--- config.mk ---
export PLATFORM = sky130hd
export DESIGN_NAME = clock_text_gen
export DESIGN_NICKNAME = d
export VERILOG_FILES = /design/src/rtl/clock_text_pkg.sv /design/src/rtl/clock_bcd_counter.sv /design/src/rtl/clock_text_gen.sv
export SDC_FILE = /design/constraint.sdc
export NUM_CORES = 1
export LEC_CHECK = 0
export ABC_CLOCK_PERIOD_IN_PS = 2300
export BUFFER_PORTS_ARGS = -buffer_cell sky130_fd_sc_hd__buf_2
export CAP_MARGIN = 20
export CELL_PAD_IN_SITES_DETAIL_PLACEMENT = 0
export CELL_PAD_IN_SITES_GLOBAL_PLACEMENT = 1
export CORE_MARGIN = 2
export CORE_UTILIZATION = 38
export CTS_CLUSTER_SIZE = 20
export DETAILED_ROUTE_END_ITERATION = 12
export GPL_ROUTABILITY_DRIVEN = 1
export HOLD_SLACK_MARGIN = 0.03
export PLACE_DENSITY_LB_ADDON = 0.1
export SLEW_MARGIN = 15
export SYNTH_ARGS = -nofsm -noshare
export SYNTH_HDL_FRONTEND = slang
export SYNTH_SLANG_ARGS = --single-unit
--- constraint.sdc ---
create_clock -name clk -period 2.3 [get_ports clk]
set_input_delay 0 -clock clk [delete_from_list [all_inputs] [get_ports clk]]
set_output_delay 0 -clock clk [all_outputs]
set_load 0.01 [all_outputs]
--- src/rtl/clock_text_pkg.sv ---
// Shared constants and helpers for the HH:MM:SS text overlay.
package clock_text_pkg;

   localparam int GLYPH_W   = 8;
   localparam int GLYPH_H   = 16;
   localparam int NUM_CHARS = 8;

   localparam logic [6:0] CHAR_ZERO  = 7'h30;
   localparam logic [6:0] CHAR_COLON = 7'h3A;
   localparam logic [6:0] CHAR_SPACE = 7'h20;

   // ASCII code of a single BCD digit.
   function automatic logic [6:0] digit_code(input logic [3:0] d);
      return CHAR_ZERO + {3'b000, d};
   endfunction

endpackage

--- src/rtl/clock_bcd_counter.sv ---
// Two-digit BCD counter wrapping at {MAX_T, MAX_U}; carry pulses on the wrapping increment.
module clock_bcd_counter #(
   parameter logic [3:0] MAX_T = 4'd5,
   parameter logic [3:0] MAX_U = 4'd9
) (
   input  logic       clk,
   input  logic       reset,
   input  logic       inc,
   output logic       carry,
   output logic [7:0] bcd
);

   logic [3:0] tens;
   logic [3:0] units;
   logic       at_max;

   assign at_max = (tens == MAX_T) && (units == MAX_U);
   // NOTE: carry is combinational so the next field steps on the same edge as this one wraps.
   assign carry  = inc && at_max;
   assign bcd    = {tens, units};

   // NOTE: state is updated with non-blocking assignments only; reset is asynchronous.
   always_ff @(posedge clk or posedge reset) begin
      if (reset) begin
         tens  <= 4'd0;
         units <= 4'd0;
      end else if (inc) begin
         if (at_max) begin
            tens  <= 4'd0;
            units <= 4'd0;
         end else if (units == 4'd9) begin
            tens  <= tens + 4'd1;
            units <= 4'd0;
         end else begin
            units <= units + 4'd1;
         end
      end
   end

endmodule

--- src/rtl/clock_text_gen.sv ---
// Real-time clock with an 8-character "HH:MM:SS" glyph overlay (2-clk pixel latency).
// Optional: define CLOCK_COLON_BLINK_EN to blink the colons once per second.
module clock_text_gen
   import clock_text_pkg::*;
#(
   parameter logic [9:0] TEXT_X = 10'd288,
   parameter logic [9:0] TEXT_Y = 10'd16
) (
   input  logic        clk,
   input  logic        reset,
   input  logic        tick_1hz,
   input  logic        inc_min,
   input  logic        inc_hour,
   input  logic        video_on,
   input  logic [9:0]  x,
   input  logic [9:0]  y,
   output logic [10:0] rom_addr,
   input  logic [7:0]  rom_data,
   output logic        text_on,
   output logic [23:0] time_bcd
);

   logic       sec_carry;
   logic       min_inc;
   logic       min_carry;
   logic       hour_inc;
   logic       unused_hour_carry;
   logic [7:0] hr_bcd;
   logic [7:0] mn_bcd;
   logic [7:0] sc_bcd;

   // Minute wrap reaches the hour only when the seconds rolled it over.
   assign min_inc  = sec_carry | inc_min;
   assign hour_inc = (min_carry & sec_carry) | inc_hour;

   clock_bcd_counter #(.MAX_T(4'd5), .MAX_U(4'd9)) u_sec (
      .clk(clk), .reset(reset), .inc(tick_1hz), .carry(sec_carry), .bcd(sc_bcd)
   );

   clock_bcd_counter #(.MAX_T(4'd5), .MAX_U(4'd9)) u_min (
      .clk(clk), .reset(reset), .inc(min_inc), .carry(min_carry), .bcd(mn_bcd)
   );

   clock_bcd_counter #(.MAX_T(4'd2), .MAX_U(4'd3)) u_hour (
      .clk(clk), .reset(reset), .inc(hour_inc), .carry(unused_hour_carry), .bcd(hr_bcd)
   );

   assign time_bcd = {hr_bcd, mn_bcd, sc_bcd};

   logic [6:0] colon_code;

`ifdef CLOCK_COLON_BLINK_EN
   logic colon_phase;

   always_ff @(posedge clk or posedge reset) begin
      if (reset)         colon_phase <= 1'b1;
      else if (tick_1hz) colon_phase <= ~colon_phase;
   end

   assign colon_code = colon_phase ? CHAR_COLON : CHAR_SPACE;
`else
   assign colon_code = CHAR_COLON;
`endif

   // Field hit test is done at 11 bits so TEXT_X + 64 cannot overflow.
   logic [10:0] x_ext;
   logic [10:0] y_ext;
   logic        in_field;
   logic [5:0]  dx;
   logic [3:0]  dy;
   logic [2:0]  char_idx;
   logic [6:0]  char_code;

   assign x_ext    = {1'b0, x};
   assign y_ext    = {1'b0, y};
   assign in_field = video_on
                   && (x_ext >= {1'b0, TEXT_X})
                   && (x_ext <  ({1'b0, TEXT_X} + 11'(GLYPH_W * NUM_CHARS)))
                   && (y_ext >= {1'b0, TEXT_Y})
                   && (y_ext <  ({1'b0, TEXT_Y} + 11'(GLYPH_H)));
   assign dx       = x[5:0] - TEXT_X[5:0];
   assign dy       = y[3:0] - TEXT_Y[3:0];
   assign char_idx = dx[5:3];

   always_comb begin
      char_code = CHAR_SPACE;
      case (char_idx)
         3'd0:    char_code = digit_code(time_bcd[23:20]);
         3'd1:    char_code = digit_code(time_bcd[19:16]);
         3'd2:    char_code = colon_code;
         3'd3:    char_code = digit_code(time_bcd[15:12]);
         3'd4:    char_code = digit_code(time_bcd[11:8]);
         3'd5:    char_code = colon_code;
         3'd6:    char_code = digit_code(time_bcd[7:4]);
         3'd7:    char_code = digit_code(time_bcd[3:0]);
         default: char_code = CHAR_SPACE;
      endcase
   end

   logic       field_d1;
   logic       field_d2;
   logic [2:0] col_d1;
   logic [2:0] col_d2;

   // Stage 1 issues the ROM read; stage 2 lines the flags up with rom_data.
   always_ff @(posedge clk or posedge reset) begin
      if (reset) begin
         rom_addr <= {CHAR_SPACE, 4'h0};
         field_d1 <= 1'b0;
         field_d2 <= 1'b0;
         col_d1   <= 3'd0;
         col_d2   <= 3'd0;
      end else begin
         rom_addr <= in_field ? {char_code, dy} : {CHAR_SPACE, 4'h0};
         field_d1 <= in_field;
         col_d1   <= dx[2:0];
         field_d2 <= field_d1;
         col_d2   <= col_d1;
      end
   end

   assign text_on = field_d2 & rom_data[3'd7 - col_d2];

endmodule
## Yosys cells after proc, flatten, opt, wreduce, memory -nomap -nowiden

Index checks and enable logic that the tools add are counted.

| storage, ports and cells | value |
|---|---|
| flip-flop bits (word level) | 43 |
| latch bits | 0 |
| memory bits (writable) | 0 |
| memory bits (read-only) | 0 |
| input bits | 34 |
| output and inout bits | 36 |
| word-level logic and storage cells | 81 |
| memories kept | 0 |

| cells by class | value |
|---|---|
| $add $sub $neg | 14 |
| multipliers | 0 |
| div/mod/pow operators | 0 |
| magnitude comparators | 5 |
| equal/unequal tests | 14 |
| shift operators | 0 |
| multiplexer cells | 16 |
| bitwise logic cells | 4 |
| reduce and logical (&&, ||, !) cells | 17 |

Operator list:

| operator | count |
|---|---|
| 7-bit case mux with 7 select lines | 1 |
| 4-bit 2-to-1 mux | 12 |
| 6-bit by 4-bit adder with 7-bit output (first input constant) | 6 |
| 4-bit by 1-bit adder with 4-bit output (second input constant) | 6 |
| 3-bit equality test (second input constant) | 4 |
| 4-bit equality test (second input constant) | 3 |
| 11-bit 2-to-1 mux | 1 |
| 10-bit by 5-bit greater-or-equal comparator with 1-bit output (second input constant) | 1 |
| 10-bit by 9-bit greater-or-equal comparator with 1-bit output (second input constant) | 1 |
| 10-bit by 6-bit less-than comparator with 1-bit output (second input constant) | 1 |
| 10-bit by 9-bit less-than comparator with 1-bit output (second input constant) | 1 |
| 1-bit logical AND | 9 |
| 4-bit by 2-bit equality test with 1-bit output (second input constant) | 2 |
| 4-bit by 3-bit equality test with 1-bit output (second input constant) | 2 |
| 3-bit by 2-bit equality test with 1-bit output (second input constant) | 2 |
| 2-bit AND reduction | 3 |
| 2-bit nonzero test | 3 |
| 6-bit subtractor (second input constant) | 1 |
| 3-bit by 4-bit less-than comparator with 1-bit output (second input constant) | 1 |
| 1-bit binary-select mux with 3-bit select | 1 |
| 3-bit by 1-bit equality test with 1-bit output (second input constant) | 1 |
| 3-bit zero test | 1 |
| 3-bit subtractor (first input constant) | 1 |
| 1-bit bitwise AND | 2 |
| other kinds (3) | 4 |

## Longest topological paths before layout

| logic depth | value |
|---|---|
| word-level depth | 8 |
| mapped depth | 7 |
| gate-level depth less buffers | 6 |

## By module

A second synthesis with hierarchy kept.

| second synthesis, totals | value |
|---|---|
| cells, all modules | 218 |
| area total of the unflattened synthesis | 2262.2 µm² |

Modules (own cells, without submodules):

| module | times used | cells an instance | area an instance (µm²) | seq. area each (µm²) |
|---|---|---|---|---|
| clock_bcd_counter at u_min ... | 2 | 48 | 470.5 | 200.2 |
| clock_text_gen | 1 | 78 | 848.3 | 400.4 |
| clock_bcd_counter at u_hour | 1 | 44 | 473.0 | 200.2 |

## Least setup slack after synthesis

No wires, ideal clock.

| timing | value |
|---|---|
| path kind | reg-to-reg |
| start | reg u_sec.units[0] |
| end | reg u_min.tens[0] |
| library setup time | 0.125 ns |
| arrival | 1.605 ns |
| required time | 2.175 ns |
| setup slack | 0.570 ns |
| stages on the path, launching flop included | 7 |
| buffers on the path | 1 |
| clock period less this slack | 1.730 ns |
| cell sequence | dfrtp_1 ha_1 and4b_1 buf_6 a21o_1 nand2_1 mux2_2 |

| on the way | value |
|---|---|
| word-level cells in the longest chain between the ends | 5 |

Ends and longest elaborated chain:

| what | line | RTL |
|---|---|---|
| start: declaration | clock_bcd_counter.sv:14 | `logic [3:0] units;` |
| start signal: assignment | clock_bcd_counter.sv:35 | `units <= units + 4'd1;` |
| 4-bit equality test | clock_bcd_counter.sv:17 | `assign at_max = (tens == MAX_T) && (units == MAX_U);` |
| 1-bit logical AND | clock_bcd_counter.sv:17 |  |
| 1-bit logical AND | clock_bcd_counter.sv:19 | `assign carry = inc && at_max;` |
| 1-bit bitwise OR | clock_text_gen.sv:33 | `assign min_inc = sec_carry \| inc_min;` |
| 2-bit AND reduction (no line) | n/a |  |
| end signal: assignment | clock_bcd_counter.sv:32 | `tens <= tens + 4'd1;` |
| end: declaration | clock_bcd_counter.sv:13 | `logic [3:0] tens;` |

Every way passes these cells.
A chain may end at the register's enable or synchronous reset.

## Worst setup path in the final report

| timing | value |
|---|---|
| start | reg u_sec.units[1] |
| end | reg u_hour.units[3] |

| on the way | value |
|---|---|
| word-level cells in the longest chain between the ends | 7 |

Ends and longest elaborated chain:

| what | line | RTL |
|---|---|---|
| 4-bit equality test (*) | clock_bcd_counter.sv:17 |  |
| 1-bit logical AND (*) | clock_bcd_counter.sv:17 |  |
| 1-bit logical AND (*) | clock_bcd_counter.sv:19 |  |
| 1-bit bitwise OR | clock_text_gen.sv:33 |  |
| 1-bit logical AND | clock_bcd_counter.sv:19 |  |
| 1-bit bitwise AND (*) | clock_text_gen.sv:34 | `assign hour_inc = (min_carry & sec_carry) \| inc_hour;` |
| 1-bit bitwise OR (*) | clock_text_gen.sv:34 |  |
| end signal: assignment | clock_bcd_counter.sv:35 |  |
| end: declaration | clock_bcd_counter.sv:14 |  |

Mark *: on every way between the ends. The rest lies on a longest branch, timed or not.

==> flow_summary.json <==
{
  "crit-reg2reg-capture": "u_hour.units[3]$_DFFE_PP0P_",
  "hold_path_end": "u_hour.units[0]$_DFFE_PP0P_",
  "syn_area_per_cell_sq_um": 10.2,
  "rows": 27,
  "die_area_sq_um": 6330,
  "timing.slew.headroom_pct": 65.6,
  "cts_hold_buf": 9,
  "maxSlewViolCount": 0,
  "grt-ovfl-total": 0,
  "cts_resized": 0,
  "fin_crit_sh_pct": 84.9,
  "drc_errors": 0,
  "drive_gt1_share_pct": 30.5,
  "vdd_drop_max_mv": 0.472,
  "htree_levels": 2,
  "insertion_delay_ns": 0.30,
  "track_usage_pct": 16.4,
  "clock.fmax_mhz": 512,
  "antenna_left": 0,
  "syn2layout_area_growth_pct": 25.9,
  "final_cell_mix": "67 x buf_2, 40 x dfrtp_1, 25 x o21ai_0",
  "ys_warn_count": 0,
  "mostFrequentLayoutCell": "buf_2",
  "setup_violations": 0,
  "post-layout-total-power_mw": 2.61,
  "antenna_found_initial": 0,
  "grt_pass1_wl_um": 8070,
  "critical_path_class": "flop to flop",
  "holdPathStages": 4,
  "vias_per_cell": 5.03,
  "synth_nets": 258,
  "synth_edf_count": 0,
  "tns_ns": 0,
  "yosysTopAreaCell": "dfrtp_1",
  "port_buffers": 67,
  "routedWlPerCell_um": 14.0,
  "dp_hpwl_um": 3670,
  "synthArstFlopShare_pct": 100,
  "core_area_sq_um": 5510,
  "yosysSeqAreaShare_pct": 46.2,
  "endpoint_kind": "flop",
  "drt-total-wl_um": 5000,
  "max-clock-path-buffers": 2,
  "arrival_ns": 2.18,
  "hp-class": "primary input to flop",
  "cts.sinks": 40,
  "drt_pre_antenna_iters": 4,
  "drt_iter0_drc": 39,
  "worst-endpoint-required_ns": 2.53,
  "p_leak_nw": 1.36,
  "gp_congestion": 0.813,
  "r2r_cells": 6,
  "cts_made_buffers": 5,
  "fin_nets": 330,
  "start_util_pct": 39.4,
  "hp-start": "inc_hour",
  "grt_pass1_vias": 1662,
  "min_period_ns": 1.95,
  "netlist.area_leader.share_pct": 46.2,
  "io_pins": 70,
  "grt_max_degree": 41,
  "num_antenna_cells": 0,
  "r2r_start": "u_sec.units[1]$_DFFE_PP0P_",
  "ys_top_cells_by_area": "dfrtp_1 46%, ha_1 6.9%, o21ai_0 5.8%",
  "vias": 1796,
  "die_h_um": 79.5,
  "synthCells": 212,
  "fp.dieW_um": 79.5,
  "clkTransAtPathRegs_ns": 0.09,
  "synthFlopType": "dfrtp_1",
  "fin_skew_ns": 0.00822,
  "yosys_register_bits": 40,
  "rsz0062_at_grt": "no",
  "synth_area_sq_um": 2170,
  "cts_tree": "built",
  "startpoint_type": "flop",
  "tightest_slew_ns": 0.516,
  "cts.repair_timing.setup_buffer_count": 0,
  "drv_cap": 0,
  "pwr_density_cell_nw_per_um2": 957,
  "synth.distinct_cells": 52,
  "hold_viol": 0,
  "critPathMaxFanout": 7,
  "fillers": 511,
  "regToRegSetupSlack_ns": 0.35,
  "outcome": "finished clean",
  "cts_root_buf": "clkbuf_8"
}
[final cells by class]
| type | count | area (sq um) | area share [%] |
|---|---|---|---|
| Clock buffer | 5 | 68.8 | 2.52 |
| Sequential cell | 40 | 1000 | 36.7 |
| Tap cell | 72 | 90.1 | 3.30 |
| Multi-Input combinational cell | 148 | 1040 | 38.3 |
| Clock inverter | 3 | 47.5 | 1.74 |
| Timing Repair Buffer | 77 | 433 | 15.9 |
| Inverter | 12 | 45.0 | 1.65 |
[metrics by stage]
stage | hold WS (ns) | cells | setup slack, ns | area [sq um] | util (%)
final | 0.0613 | 357 | 0.347 | 2730 | 49.6
after global routing | 0.0944 | 357 | 0.154 | 2730 | 49.6
after CTS | 0.0482 | 357 | 0.343 | 2730 | 49.6
after detailed placement | 0.109 | 340 | 0.364 | 2520 | 45.8
after global placement | 0.110 | 340 | 0.455 | 2520 | 45.8
after floorplan | 0.0314 | 212 | 0.570 | 2170 | -
[registers in the layout, summed over array words and instances, names as in the netlist]
signal / flops
col_d2: 3
u_sec.tens: 4
rom_addr: 9
u_hour.tens: 4
u_sec.units: 4
u_min.tens: 4
col_d1: 3
field_d2: 1
u_hour.units: 4
u_min.units: 4
[worst max-delay path: stages, from the launching register on]
cell	delay, ns
dfrtp_1	0.43
inv_1	0.09
ha_1	0.20
and4b_1	0.42
a41oi_2	0.27
or3_1	0.40
o21ai_0	0.07
[per-layer routing]
metal / routed length [um] / global-route usage, % / share of wire [%]
met5: 0 / 0 / 0
met4: 51 / 4.83 / 1.0
met3: 272 / 3.73 / 5.4
met2: 2300 / 25.9 / 46
met1: 2380 / 22.4 / 48
[report_power, final]
part | internal (mW) | switching, mW | leakage, nW
sequential | 0.873 | 0.294 | 0.509
combinational | 0.416 | 0.435 | 0.795
clock | 0.327 | 0.268 | 0.0583
[synth_stat cells, types with 4 or more instances]
library cell	n
dfrtp_1	40
and2_1	4
mux2i_1	4
mux2_2	5
a21oi_1	6
inv_1	12
buf_4	4
o21ai_0	25
nor2_1	8
nand3_1	10
clkbuf_1	4
ha_1	12
nand2_1	18
[logic make-up (layout without fill, tap and decap cells)]
| kind of cell | count (synthesis) | after routing | share of synthesized area, % |
|---|---|---|---|
| AOI/OAI and AO/OA | 50 | 50 | 14.9 |
| xor gates and xnor gates | 3 | 3 | 1.21 |
| adders and majority gates | 12 | 12 | 6.92 |
| buffers and inverters | 24 | 97 | 5.65 |
| DFF | 40 | 40 | 46.2 |
| muxes | 11 | 11 | 6.52 |
| other | 2 | 2 | 0.346 |
| and+or+nand+nor | 70 | 70 | 18.3 |
[how the worst max path moves through the flow]
stage                     slack, ns  depth (start not counted)                          end                       start
after floorplan                0.57                          6    u_min.tens[0]$_DFFE_PP0P_  u_sec.units[0]$_DFFE_PP0P_
after global placement         0.45                          6  u_hour.units[3]$_DFFE_PP0P_  u_sec.units[1]$_DFFE_PP0P_
after detailed placement       0.36                          6  u_hour.units[3]$_DFFE_PP0P_  u_sec.units[1]$_DFFE_PP0P_
after CTS                      0.34                          6  u_hour.units[3]$_DFFE_PP0P_  u_sec.units[1]$_DFFE_PP0P_
final                          0.35                          6  u_hour.units[3]$_DFFE_PP0P_  u_sec.units[1]$_DFFE_PP0P_
after global routing           0.15                          6   u_hour.tens[3]$_DFFE_PP0P_  u_sec.units[1]$_DFFE_PP0P_
(Power assumes the default switching activity.)
